===== config.mk =====
export PLATFORM = sky130hd
export DESIGN_NAME = mat_col_streamer_flat
export DESIGN_NICKNAME = d
export VERILOG_FILES = /design/src/rtl/mat_col_streamer_if.sv /design/src/rtl/mat_col_streamer.sv /design/src/flat_wrapper.sv
export SDC_FILE = /design/constraint.sdc
export NUM_CORES = 1
export LEC_CHECK = 0
export BUFFER_PORTS_ARGS = -buffer_cell sky130_fd_sc_hd__buf_2
export CAP_MARGIN = 20
export CORE_MARGIN = 2
export CORE_UTILIZATION = 55
export CTS_CLUSTER_SIZE = 12
export DETAILED_ROUTE_END_ITERATION = 10
export PLACE_DENSITY_LB_ADDON = 0.3
export SYNTH_ARGS = -nofsm -noshare
export SYNTH_HDL_FRONTEND = slang
export SYNTH_SLANG_ARGS = --single-unit

===== constraint.sdc =====
create_clock -name CLK -period 2.21 [get_ports CLK]
set_input_delay 0 -clock CLK [delete_from_list [all_inputs] [get_ports CLK]]
set_output_delay 0 -clock CLK [all_outputs]
set_load 0.03 [all_outputs]

===== src/rtl/mat_col_streamer_if.sv =====
// Handshake and column-bus bundle between the loader/streamer and its neighbours.
interface mat_col_streamer_if #(
    parameter int unsigned M = 3
);
    logic           in_valid;
    logic [7:0]     in_data;
    logic           in_ready;
    logic [8*M-1:0] out_data;
    logic           out_valid;
    logic           out_last;
    logic           done;

    // Upstream producer / downstream consumer side.
    modport master (
        output in_valid, in_data,
        input  in_ready, out_data, out_valid, out_last, done
    );

    // Streamer side.
    modport slave (
        input  in_valid, in_data,
        output in_ready, out_data, out_valid, out_last, done
    );
endinterface


===== src/rtl/mat_col_streamer.sv =====
// Buffers an MxM byte matrix (row-major in) and replays it one column per cycle,
// followed by FLUSH zero cycles and a one-cycle done pulse.
module mat_col_streamer #(
    parameter int unsigned M     = 3,
    parameter int unsigned FLUSH = 2 * M - 2
) (
    input logic               CLK,
    input logic               RST_N,
    mat_col_streamer_if.slave bus
);
    localparam int unsigned NElem  = M * M;
    localparam int unsigned LoadW  = $clog2(NElem + 1);
    localparam int unsigned ColW   = $clog2(M + 1);
    localparam int unsigned FlushW = $clog2(FLUSH + 2);

    typedef enum logic [1:0] {StLoad, StStream, StFlush, StDone} state_e;

    state_e            state_q, state_d;
    logic [LoadW-1:0]  load_cnt_q, load_cnt_d;
    logic [ColW-1:0]   col_cnt_q, col_cnt_d;
    logic [FlushW-1:0] flush_cnt_q, flush_cnt_d;
    logic [7:0]        buf_q [NElem];
    logic [7:0]        buf_d [NElem];

    // Next-state: element capture, counters and state transitions.
    always_comb begin
        state_d     = state_q;
        load_cnt_d  = load_cnt_q;
        col_cnt_d   = col_cnt_q;
        flush_cnt_d = flush_cnt_q;
        buf_d       = buf_q;
        unique case (state_q)
            StLoad: begin
                if (bus.in_valid) begin
                    // Linear row-major index equals row*M + col.
                    for (int unsigned k = 0; k < NElem; k++) begin
                        if (load_cnt_q == LoadW'(k)) buf_d[k] = bus.in_data;
                    end
                    if (load_cnt_q == LoadW'(NElem - 1)) begin
                        load_cnt_d = '0;
                        state_d    = StStream;
                    end else begin
                        load_cnt_d = load_cnt_q + LoadW'(1);
                    end
                end
            end
            StStream: begin
                if (col_cnt_q == ColW'(M - 1)) begin
                    col_cnt_d = '0;
                    state_d   = (FLUSH == 0) ? StDone : StFlush;
                end else begin
                    col_cnt_d = col_cnt_q + ColW'(1);
                end
            end
            StFlush: begin
                if (flush_cnt_q == FlushW'(FLUSH - 1)) begin
                    flush_cnt_d = '0;
                    state_d     = StDone;
                end else begin
                    flush_cnt_d = flush_cnt_q + FlushW'(1);
                end
            end
            StDone:  state_d = StLoad;
            default: state_d = StLoad;
        endcase
    end

    // State, counter and buffer registers; reset also wipes the buffer.
    always_ff @(posedge CLK or negedge RST_N) begin
        if (!RST_N) begin
            state_q     <= StLoad;
            load_cnt_q  <= '0;
            col_cnt_q   <= '0;
            flush_cnt_q <= '0;
            for (int unsigned k = 0; k < NElem; k++) buf_q[k] <= '0;
        end else begin
            state_q     <= state_d;
            load_cnt_q  <= load_cnt_d;
            col_cnt_q   <= col_cnt_d;
            flush_cnt_q <= flush_cnt_d;
            buf_q       <= buf_d;
        end
    end

    // Outputs decoded purely from registers; lane i carries A[i][col].
    always_comb begin
        bus.in_ready  = (state_q == StLoad);
        bus.out_valid = (state_q == StStream);
        bus.out_last  = (state_q == StStream) && (col_cnt_q == ColW'(M - 1));
        bus.done      = (state_q == StDone);
        bus.out_data  = '0;
        if (state_q == StStream) begin
            for (int unsigned i = 0; i < M; i++) begin
                for (int unsigned j = 0; j < M; j++) begin
                    if (col_cnt_q == ColW'(j)) bus.out_data[8*i +: 8] = buf_q[i*M + j];
                end
            end
        end
    end
endmodule


===== src/flat_wrapper.sv =====
// flat-port wrapper written by rule: the top's interface ports become plain ports
module mat_col_streamer_flat 
#(
    parameter int unsigned M     = 3,
    parameter int unsigned FLUSH = 2 * M - 2
)
  (CLK, RST_N, bus_in_valid, bus_in_data, bus_in_ready, bus_out_data, bus_out_valid, bus_out_last, bus_done);
  mat_col_streamer_if #(.M(M)) bus_i ();
  input logic CLK;
  input logic RST_N;
  input wire logic [$bits(bus_i.in_valid)-1:0] bus_in_valid;
  input wire logic [$bits(bus_i.in_data)-1:0] bus_in_data;
  output wire logic [$bits(bus_i.in_ready)-1:0] bus_in_ready;
  output wire logic [$bits(bus_i.out_data)-1:0] bus_out_data;
  output wire logic [$bits(bus_i.out_valid)-1:0] bus_out_valid;
  output wire logic [$bits(bus_i.out_last)-1:0] bus_out_last;
  output wire logic [$bits(bus_i.done)-1:0] bus_done;
  assign bus_i.in_valid = bus_in_valid;
  assign bus_i.in_data = bus_in_data;
  assign bus_in_ready = bus_i.in_ready;
  assign bus_out_data = bus_i.out_data;
  assign bus_out_valid = bus_i.out_valid;
  assign bus_out_last = bus_i.out_last;
  assign bus_done = bus_i.done;
  mat_col_streamer #(.M(M), .FLUSH(FLUSH)) u_core (.CLK(CLK), .RST_N(RST_N), .bus(bus_i));
endmodule

# Yosys cells after proc, flatten, opt, wreduce, memory -nomap -nowiden

Cells that the tools add are included.

Add/subtract/negate cells: 3
Multiply operators: 0
Divide/modulo/power cells: 0
Magnitude comparators: 0
Equality and inequality tests: 18
Shift-type cells: 0
Mux-type cells: 18
Bitwise logic cells: 0
Reduce and logical (&&, ||, !) cells: 15

Operators by type and width:

| kind                | count |
|---|---|
| $mux 8              | 9 |
| $reduce_and 3->1    | 9 |
| $mux 24             | 1 |
| $eq 4x3->1 const B  | 4 |
| $mux 2              | 5 |
| $eq 4x2->1 const B  | 2 |
| $pmux 2 s4          | 1 |
| $eq 2x2->1 const B  | 3 |
| $ne 2x1->1 const B  | 3 |
| $add 4x1->4 const B | 1 |
| $eq 2x1->1 const B  | 2 |
| $eq 4x1->1 const B  | 1 |
| $eq 4x4->1 const B  | 1 |
| $logic_not 2->1     | 2 |
| $logic_not 4->1     | 1 |
| $mux 4              | 1 |
| $reduce_and 4->1    | 1 |
| $add 3x1->3 const B | 1 |
| $eq 3x2->1 const B  | 1 |
| $mux 3              | 1 |
| $add 2x1->2 const B | 1 |
| $ne 2x2->1 const B  | 1 |
| $reduce_and 2->1    | 1 |
| $logic_and 1x1->1   | 1 |

Register bits after elaboration: 83
Latch bits: 0
Bits in writable memories: 0
ROM bits: 0
Memories kept: 0

# Longest topological paths before layout

Gate-level depths: netlist (run 1).

Word-level depth: 5
Mapped depth: 6
Mapped depth without buffers: 6

# Least setup slack after synthesis (run 1)

Ideal clock, no wire load.

Path kind: reg2reg
Start point: register u_core.state_q[0]
End point: register u_core.buf_q[16] (netlist bit)
Arrival: 1.573 ns
Path slack: 0.513 ns
Cell stages (with the launch flop): 7
Clock period less this slack: 1.697 ns
Cell sequence: dfrtp_1 inv_1 ha_1 buf_2 nand2_1 nor2_8 mux2_2

Word-level cells in the longest chain between the ends: 2

RTL lines:

| what                              | RTL line               | RTL |
|---|---|---|
| start: declaration                | mat_col_streamer.sv:18 | `state_e state_q, state_d;` |
| start signal: assignment          | mat_col_streamer.sv:71 | `state_q <= StLoad;` |
| start signal: assignment          | mat_col_streamer.sv:77 | `state_q <= state_d;` |
| $logic_not 2->1                   | mat_col_streamer.sv:32 | `unique case (state_q)` |
| $reduce_and 3->1 (no source line) | --                     |  |
| end signal: assignment            | mat_col_streamer.sv:81 | `buf_q <= buf_d;` |
| end: declaration                  | mat_col_streamer.sv:22 | `logic [7:0] buf_q [NElem];` |

Every way passes these cells.
A chain may end at the register's enable or synchronous reset.

# Worst setup path in the final report (run 1)

Start point: register u_core.state_q[0]
End point: register u_core.buf_q[5] (netlist bit)

Same word-level chain as after synthesis.

==> results of run 1 <==
[layer usage]
| layer | track usage | part of all wire |
|---|---|---|
| met5 | 0 | 0 |
| met4 | 0.08586 | 0.020 |
| met2 | 0.3664 | 0.51 |
| met3 | 0.03568 | 0.021 |
| met1 | 0.2906 | 0.45 |
[flip-flops by register name (all words and copies together) (netlist names)]
name / flops
u_core.buf_q: 72
u_core.flush_cnt_q: 3
u_core.col_cnt_q: 2
u_core.state_q: 2
u_core.load_cnt_q: 4
[cell type report]
| cell class | instances | area (µm²) | area share |
|---|---|---|---|
| timing repair buffer | 47 | 275.3 | 0.05828 |
| inverter | 6 | 22.52 | 0.004768 |
| tap | 99 | 123.9 | 0.02623 |
| sequential | 83 | 2078 | 0.4400 |
| clock inverter | 6 | 62.56 | 0.01325 |
| multi-input combinational | 225 | 2023 | 0.4283 |
| clock buffer | 10 | 137.6 | 0.02914 |
[cells in the mapped netlist, types with 3 or more instances]
cell type,count
sky130_fd_sc_hd__inv_1,6
sky130_fd_sc_hd__nor2b_1,3
sky130_fd_sc_hd__mux2_1,3
sky130_fd_sc_hd__ha_1,10
sky130_fd_sc_hd__and2_1,26
sky130_fd_sc_hd__dfrtp_1,83
sky130_fd_sc_hd__o21ai_0,29
sky130_fd_sc_hd__mux2_4,16
sky130_fd_sc_hd__nor2_8,6
sky130_fd_sc_hd__mux2i_1,26
sky130_fd_sc_hd__nand2b_1,3
sky130_fd_sc_hd__clkbuf_1,6
sky130_fd_sc_hd__buf_2,5
sky130_fd_sc_hd__mux2_2,56
sky130_fd_sc_hd__nand2_1,29
[metrics by stage]
step                      cell area (µm²)  setup slack (ns)  hold WS, ns  power, µW
after CTS                            4722            0.1494      0.02154       6480
final                                4723            0.2063      0.03459       6433
after global placement               4512            0.2744      0.06727       5259
after global routing                 4723           0.08859      0.02646       6892
after floorplan                      4217            0.5126      -0.2956       4675
after detailed placement             4512            0.2305      0.07382       5360
[critical path, cell delays in order (launching register included)]
cell and delay [ns]:
sky130_fd_sc_hd__dfrtp_1 0.41, sky130_fd_sc_hd__inv_1 0.13, sky130_fd_sc_hd__ha_1 0.37, sky130_fd_sc_hd__nor2b_1 0.26, sky130_fd_sc_hd__nand4_2 0.34, sky130_fd_sc_hd__mux2_2 0.39
[path summary, 6_finish.rpt]
check / slack (ns) / cells after the start / end
setup / recovery: 0.21 / 5 / u_core.buf_q[5]$_DFFE_PN0P_
hold / removal: 0.03 / 2 / u_core.buf_q[37]$_DFFE_PN0P_
setup reg to reg: 0.21 / 5 / u_core.buf_q[5]$_DFFE_PN0P_
hold reg to reg: 0.50 / 1 / u_core.buf_q[56]$_DFFE_PN0P_
max in group asynchronous: 1.36 / 3 / u_core.col_cnt_q[0]$_DFFE_PN0N_
min in group asynchronous: 0.21 / 2 / u_core.buf_q[12]$_DFFE_PN0P_
[cell families (layout without fill, tap and decap cells)]
kind of cell | count (synthesis) | in the layout | share of synthesized area
AO/OA/AOI/OAI | 34 | 34 | 0.04303
buffers and inverters | 21 | 69 | 0.02759
flip-flops | 83 | 83 | 0.4926
AND/OR/NAND/NOR | 78 | 78 | 0.1267
XOR/XNOR | 2 | 2 | 0.004155
adder cells (fa/ha/maj) | 10 | 10 | 0.02967
multiplexers | 101 | 101 | 0.2763
[timing repair]
action                                  in CTS  in global routing
gates resized for setup                      0                  1
hold endpoints to repair                    47                  0
hold buffers                                 1                  0
endpoints found under the setup margin       0                  1
[power by group through the flow]
stage / combinational [µW] / clock (µW) / sequential, µW
after floorplan: 2160 / 0 / 2520
after global placement: 2590 / 0 / 2670
after detailed placement: 2660 / 0 / 2700
after CTS: 2670 / 1120 / 2690
after global routing: 2920 / 1190 / 2780
final: 2640 / 1100 / 2690
==> flow_summary.yaml, run 1 <==
clocking:
  insertion_delay_ns: 0.35
  ctsLongestPathBuffers: 2
  tritoncts_clock_tree: "done"
  clock_slew_at_reported_path_ffs_ns: 0.09
  tritoncts.num_buffers: 9
  clockRootBuffer: "sky130_fd_sc_hd__clkbuf_8"
  post-cts-setup-buffers: 0
  clock_sink_count: 83
  h-tree-depth: 3
pwr:
  clkPwrFrac: 0.171
  power.share.combinational: 0.410
  vdd_ir_drop_max_mv: 0.8047
  power_frac_seq: 0.418
  pwr_density_cell_nw_per_um2: 1362
  power.leakage_uw: 0.002330
  p_switching_uw: 2399
  power.share.switching: 0.3729
  internal_cell_power_uw: 4034
logic_synthesis:
  post_synth.cell_area_avg_um2: 12.82
  yosysWarnings: 0
  predominant_post_synthesis_flop_cell: "sky130_fd_sc_hd__dfrtp_1"
  synth-async-reset-ratio: 1.000
  synthDistinctLibCells: 34
  synth.largest_area_cell: "sky130_fd_sc_hd__dfrtp_1"
  ys_ff_latch: 83
  post_synthesis_cell_count: 329
  sequential_share_of_the_synthesized_area: 0.4926
  synth_top_cells_by_area: "sky130_fd_sc_hd__dfrtp_1 (49%), sky130_fd_sc_hd__mux2_2 (15%), sky130_fd_sc_hd__mux2i_1 (6.2%)"
  netlist.area_leader.share: 0.4926
  synth_enable_flop_cells: 0
  post_synth_instance_area_um2: 4217
  mappedNetlistNets: 350
routing:
  dr.pass1.iters: 4
  remaining_drc_errors: 0
  drt_iter0_markers: 141
  route.detailed.vias_per_inst: 5.487
  postRouteAntennaNets: 0
  finalWirelength_um: 8399
  wire_per_inst_um: 17.64
  routed-via-count: 2612
cells_and_area:
  num_antenna_cells: 0
  syn_to_final_growth_pct: 12.02
  filler_cell_count: 576
  postLayoutCoreUtil: 0.6443
  layout.cells.most_common: "sky130_fd_sc_hd__dfrtp_1"
  layout_common_cells: "sky130_fd_sc_hd__dfrtp_1 (82), sky130_fd_sc_hd__mux2_2 (56), sky130_fd_sc_hd__buf_2 (37), sky130_fd_sc_hd__nand2_1 (29), sky130_fd_sc_hd__o21ai_0 (29)"
  finalNetCount: 393
  final-instance-count-excl-fill: 476
  final_layout_size_suffix_gt1_frac: 0.3899
sta:
  post-route-min-period_ns: 2.004
  slew_violations: 0
  rsz0062_at_grt: "no"
  slew_worst_pin_ns: 0.6410
  layout_worst_path_cycle_share: 0.9067
  max_clock_freq_mhz: 499.1
  worst_clock_skew_ns: 0.01099
  tns_ns: 0
  finalHoldViolCount: 0
  slew_headroom: 0.5727
  setup-violations-final: 0
floorplanning:
  floorplan.rows: 31
  die_height_um: 91.56
  die_x_um: 91.56
  core_um2: 7331
  die_area_um2: 8383
  ioPinCount: 39
  initial_core_util: 0.5752
grt:
  grt_util_all_layers: 0.2208
  grt_antenna_before_repair: 0
  grt_pass1_wl_um: 14350
  vias_in_the_first_global_route: 2798
  globalRoute.totalOverflow: 0
  largest_net_degree_at_the_start_of_global_routing: 49
setup_path:
  worstReg2RegStart: "u_core.state_q[0]$_DFFE_PN0P_"
  timing.critical_path.arrival_ns: 2.24
  worst-path-max-fanout: 11
  critPathKind: "register to register"
  timing.critical_path.from: "u_core.state_q[0]$_DFFE_PN0P_"
  worstSetupEndpointType: "register"
  worst-endpoint-required_ns: 2.45
  cp-start-kind: "register"
placement:
  gpl.final_weighted_congestion: 0.7466
  post-dp-hpwl_um: 5635
  number_of_placed_instances_taps_included: 459
  port_buffers: 38
worst_hold_path:
  hold_path_class: "input port to register"
  worstHoldStart: "bus_in_data[5]"
run:
  cap_violations: 0
run_status:
  outcome: "finished clean"
Power figures use the tool's default switching activity.
==> inputs of run 2 (changes only) <==
--- a/config.mk
+++ b/config.mk
@@ -7,6 +7,7 @@
 export LEC_CHECK = 0
 export BUFFER_PORTS_ARGS = -buffer_cell sky130_fd_sc_hd__buf_2
 export CAP_MARGIN = 20
+export CORE_ASPECT_RATIO = 2
 export CORE_MARGIN = 2
 export CORE_UTILIZATION = 55
 export CTS_CLUSTER_SIZE = 12
==> run 2 against run 1 <==
Against the previous run: combinational power is essentially flat; die area grew 0.51%; final area grew 1.2%; critical endpoint is now u_core.buf_q[6]$_DFFE_PN0P_.
==> flow_summary.yaml, run 2 (synthesis gave the netlist of run 1 again) <==
run_status:
  outcome: "finished clean"
clocking:
  post-cts-setup-buffers: 0
  tritoncts_clock_tree: "done"
  tritoncts.num_buffers: 9
  clock_sink_count: 83
  clockRootBuffer: "sky130_fd_sc_hd__clkbuf_16"
  insertion_delay_ns: 0.34
  clock_slew_at_reported_path_ffs_ns: 0.06
  cts.repair.resized: 0
  h-tree-depth: 3
  ctsLongestPathBuffers: 2
routing:
  finalWirelength_um: 8342
  wire_per_inst_um: 17.75
  remaining_drc_errors: 0
  routed-via-count: 2598
  postRouteAntennaNets: 0
  drt_iter0_markers: 120
  dr.pass1.iters: 4
  route.detailed.vias_per_inst: 5.528
sta:
  setup_ws_ns: 0.1524
  setup-violations-final: 0
  worst_clock_skew_ns: 0.005502
  max_clock_freq_mhz: 486.0
  slew_headroom: 0.7031
  slew_worst_pin_ns: 0.4454
  rsz0062_at_grt: "no"
  layout_worst_path_cycle_share: 0.9311
  post-route-min-period_ns: 2.058
  slew_violations: 0
  tns_ns: 0
  finalHoldViolCount: 0
cells_and_area:
  finalInstanceArea_um2: 4782
  layout.cells.most_common: "sky130_fd_sc_hd__dfrtp_1"
  finalNetCount: 392
  syn_to_final_growth_pct: 13.41
  registers_with_the_most_flip_flops: "u_core.buf_q (72), u_core.load_cnt_q (4), u_core.flush_cnt_q (3)"
  final-instance-count-excl-fill: 470
  final_layout_size_suffix_gt1_frac: 0.3777
  layout_common_cells: "sky130_fd_sc_hd__dfrtp_1 (83), sky130_fd_sc_hd__mux2_2 (56), sky130_fd_sc_hd__buf_2 (37), sky130_fd_sc_hd__nand2_1 (29), sky130_fd_sc_hd__o21ai_0 (29)"
  largest_register_ffs: 72
  largest-register: "u_core.buf_q"
  num_antenna_cells: 0
setup_path:
  timing.critical_path.arrival_ns: 2.28
  worstSetupEndpointType: "register"
  worst-path-max-fanout: 11
  worst-endpoint-required_ns: 2.43
  critPathKind: "register to register"
  cp-start-kind: "register"
run:
  cap_violations: 0
grt:
  largest_net_degree_at_the_start_of_global_routing: 84
  globalRoute.totalOverflow: 0
  vias_in_the_first_global_route: 2743
  grt_pass1_wl_um: 13810
  grt_util_all_layers: 0.2221
  grt_antenna_before_repair: 0
floorplanning:
  core_um2: 7488
  floorplan.rows: 45
  die_x_um: 65.92
  die_height_um: 127.8
  ioPinCount: 39
  die_area_um2: 8426
  initial_core_util: 0.5631
placement:
  placement.setup.worst_slack_ns: 0.1503
  gpl.final_weighted_congestion: 0.7702
  post-dp-hpwl_um: 5742
  number_of_placed_instances_taps_included: 453
  placed_area_um2: 4498
  port_buffers: 38
pwr:
  power_consumption_uw: 6695
  power.leakage_uw: 0.002346
  vdd_ir_drop_max_mv: 0.9150
  pwr_density_cell_nw_per_um2: 1400
worst_hold_path:
  hold_path_class: "input port to register"
## run 2: worst max-delay path: stages, from the launching register on
cell and delay, ns:
sky130_fd_sc_hd__dfrtp_1 0.40, sky130_fd_sc_hd__inv_1 0.13, sky130_fd_sc_hd__ha_1 0.37, sky130_fd_sc_hd__nor2b_1 0.28, sky130_fd_sc_hd__nand4_2 0.36, sky130_fd_sc_hd__mux2_2 0.40
## run 2: metal layers
layer	up-vias	global-route usage	routed length, µm
li1	1223	-	-
met1	1316	0.2649	3494
met2	47	0.3844	4376
met3	12	0.04390	286
met4	0	0.08824	184
met5	-	0	0
## run 2: power by group
| group | switching, µW | leakage (µW) | internal, µW |
|---|---|---|---|
| clock network | 564 | 0.000126 | 794 |
| registers | 444 | 0.00104 | 2220 |
| logic | 1420 | 0.00118 | 1250 |
## run 2: path summary, 6_finish.rpt
kind                       slack, ns                         startpoint                                 to  cells after the start
setup / recovery                0.15      u_core.state_q[0]$_DFFE_PN0P_        u_core.buf_q[6]$_DFFE_PN0P_                      5
hold / removal                  0.02                     bus_in_data[7]       u_core.buf_q[15]$_DFFE_PN0P_                      2
setup reg to reg                0.15      u_core.state_q[0]$_DFFE_PN0P_        u_core.buf_q[6]$_DFFE_PN0P_                      5
hold reg to reg                 0.49  u_core.flush_cnt_q[0]$_DFFE_PN0N_  u_core.flush_cnt_q[0]$_DFFE_PN0N_                      1
max in group asynchronous       1.63                              RST_N    u_core.col_cnt_q[0]$_DFFE_PN0N_                      3
min in group asynchronous       0.20                              RST_N        u_core.buf_q[1]$_DFFE_PN0P_                      3
## run 2: timing repair
item / 4_1_cts / 5_1_grt
hold buffers: 1 / 0
endpoints found under the setup margin: 0 / 0
endpoints found under the hold margin: 83 / 0
## run 2: layout make-up
cell class / count / area [µm²]
tap: 94 / 117.6
timing repair buffer: 46 / 267.8
clock inverter: 3 / 23.77
fill: 591 / 2706
inverter: 6 / 22.52
clock buffer: 13 / 250.2
sequential: 83 / 2077
multi-input combinational: 225 / 2023
## run 2: per-stage QoR
step	hold WS, ns	utilization
after CTS	0.008822	0.6386
after global placement	0.05537	0.6007
after floorplan	-0.2956	-
final	0.01857	0.6386
after detailed placement	0.05904	0.6007
after global routing	0.03867	0.6386
==> inputs of run 3 (changes only) <==
--- a/config.mk
+++ b/config.mk
@@ -13,6 +13,7 @@
 export CTS_CLUSTER_SIZE = 12
 export DETAILED_ROUTE_END_ITERATION = 10
 export PLACE_DENSITY_LB_ADDON = 0.3
+export RECOVER_POWER = 100
 export SYNTH_ARGS = -nofsm -noshare
 export SYNTH_HDL_FRONTEND = slang
 export SYNTH_SLANG_ARGS = --single-unit
==> run 3 against run 2 <==
Against the previous run: maximum frequency rose by 0.39%; worst hold slack lost 0.012 ns; clock power about the same; core utilization shrank 2.0 points; final area down 3.2%; critical endpoint unchanged; highest routed layer unchanged.
==> flow_summary.yaml, run 3 (synthesis gave the netlist of run 1 again) <==
run_status:
  outcome: "finished clean"
floorplanning:
  floorplan.rows: 45
  die_area_um2: 8426
  die_height_um: 127.8
  core_um2: 7488
  die_x_um: 65.92
  ioPinCount: 39
  initial_core_util: 0.5631
grt:
  globalRoute.totalOverflow: 0
  grt_antenna_before_repair: 0
  grt_pass1_wl_um: 13810
  grt_util_all_layers: 0.2221
  vias_in_the_first_global_route: 2743
  largest_net_degree_at_the_start_of_global_routing: 84
sta:
  slew_violations: 0
  layout_worst_path_cycle_share: 0.9274
  max_clock_freq_mhz: 487.9
  rsz0062_at_grt: "no"
  whs_ns: 0.007063
  post-route-min-period_ns: 2.050
  setup-violations-final: 0
  finalHoldViolCount: 0
  slew_worst_pin_ns: 1.107
  tns_ns: 0
  worst_clock_skew_ns: 0.006249
  slew_headroom: 0.2618
clocking:
  h-tree-depth: 3
  tritoncts.num_buffers: 9
  ctsLongestPathBuffers: 2
  clock_sink_count: 83
  clockRootBuffer: "sky130_fd_sc_hd__clkbuf_16"
  insertion_delay_ns: 0.34
  clock_slew_at_reported_path_ffs_ns: 0.06
  tritoncts_clock_tree: "done"
pwr:
  power.share.combinational: 0.384
  pwr_density_cell_nw_per_um2: 1407
  internal_cell_power_uw: 4141
  clkPwrFrac: 0.209
  p_switching_uw: 2376
  power.share.switching: 0.3646
  power_frac_seq: 0.407
  power.leakage_uw: 0.002098
  vdd_ir_drop_max_mv: 0.9029
  power_consumption_uw: 6516
worst_hold_path:
  hold_path_class: "input port to register"
  min_path_cells: 2
setup_path:
  worst-endpoint-required_ns: 2.43
  timing.critical_path.arrival_ns: 2.27
  worstSetupEndpointType: "register"
  cp-start-kind: "register"
  worst-path-max-fanout: 11
  reg2reg_depth: 5
  timing.reg2reg.setup_slack_ns: 0.16
  critPathKind: "register to register"
placement:
  post-dp-hpwl_um: 5742
  port_buffers: 38
  gpl.final_weighted_congestion: 0.7702
  number_of_placed_instances_taps_included: 453
routing:
  finalWirelength_um: 8297
  wire_per_inst_um: 17.65
  route.detailed.vias_per_inst: 5.534
  drt_iter0_markers: 139
  routed-via-count: 2601
  postRouteAntennaNets: 0
  dr.pass1.iters: 4
  remaining_drc_errors: 0
cells_and_area:
  registers_with_the_most_flip_flops: "u_core.buf_q (72), u_core.load_cnt_q (4), u_core.flush_cnt_q (3)"
  final-instance-count-excl-fill: 470
  largest-register: "u_core.buf_q"
  multi_input_comb_area_um2: 1914
  num_antenna_cells: 0
  layout_common_cells: "sky130_fd_sc_hd__dfrtp_1 (83), sky130_fd_sc_hd__mux2_2 (56), sky130_fd_sc_hd__nand2_1 (29), sky130_fd_sc_hd__o21ai_0 (29), sky130_fd_sc_hd__mux2i_1 (26)"
  layout.area.seq_um2: 2077
  filler_cell_count: 635
  final_layout_size_suffix_gt1_frac: 0.2819
  largest_register_ffs: 72
  syn_to_final_growth_pct: 9.822
  finalNetCount: 392
  layout.cells.most_common: "sky130_fd_sc_hd__dfrtp_1"
run:
  cap_violations: 0
[run 3: worst paths after layout]
kind | startpoint | to
min | bus_in_data[7] | u_core.buf_q[15]$_DFFE_PN0P_
max | u_core.state_q[0]$_DFFE_PN0P_ | u_core.buf_q[6]$_DFFE_PN0P_
max in group asynchronous | RST_N | u_core.col_cnt_q[0]$_DFFE_PN0N_
min reg2reg | u_core.buf_q[11]$_DFFE_PN0P_ | u_core.buf_q[11]$_DFFE_PN0P_
max reg2reg | u_core.state_q[0]$_DFFE_PN0P_ | u_core.buf_q[6]$_DFFE_PN0P_
min in group asynchronous | RST_N | u_core.buf_q[1]$_DFFE_PN0P_
[run 3: power groups by stage]
stage	Combinational [µW]	Sequential, µW	Clock [µW]
floorplan	2160	2520	0
global placement	2580	2620	0
detailed placement	2690	2680	0
CTS	2710	2660	1400
global route	2790	2740	1450
finish	2500	2650	1360
[run 3: timing repair]
action / 4_1_cts / 5_1_grt
hold endpoints to repair: 83 / 0
setup buffers: 0 / 0
resized for setup: 0 / 0
hold buffers: 1 / 0
[run 3: critical path, stage by stage (launching register included)]
cell and delay (ns):
sky130_fd_sc_hd__dfrtp_1 0.40, sky130_fd_sc_hd__inv_1 0.13, sky130_fd_sc_hd__ha_1 0.36, sky130_fd_sc_hd__nor2b_1 0.26, sky130_fd_sc_hd__nand4_2 0.37, sky130_fd_sc_hd__mux2_2 0.40
[run 3: layer usage]
| metal | track usage | up-vias | part of all wire |
|---|---|---|---|
| met4 | 0.08824 | 0 | 0.022 |
| li1 | - | 1223 | - |
| met2 | 0.3844 | 52 | 0.53 |
| met5 | 0 | - | 0 |
| met1 | 0.2649 | 1314 | 0.42 |
| met3 | 0.04390 | 12 | 0.031 |
[run 3: cell type report]
class	instances	area share
Timing Repair Buffer	46	0.04864
Clock buffer	13	0.05404
Tap cell	94	0.02540
Inverter	6	0.004864
Multi-Input combinational cell	225	0.4134
Clock inverter	3	0.005134
Sequential cell	83	0.4485
[run 3: through the flow]
stage,util,area [µm²],setup slack (ns)
2_1_floorplan,-,4217,0.5126
3_3_place_gp,0.6007,4498,0.2375
3_5_place_dp,0.6007,4498,0.1503
4_1_cts,0.6386,4782,0.1470
5_1_grt,0.6184,4631,0.006732
6_report,0.6184,4631,0.1604
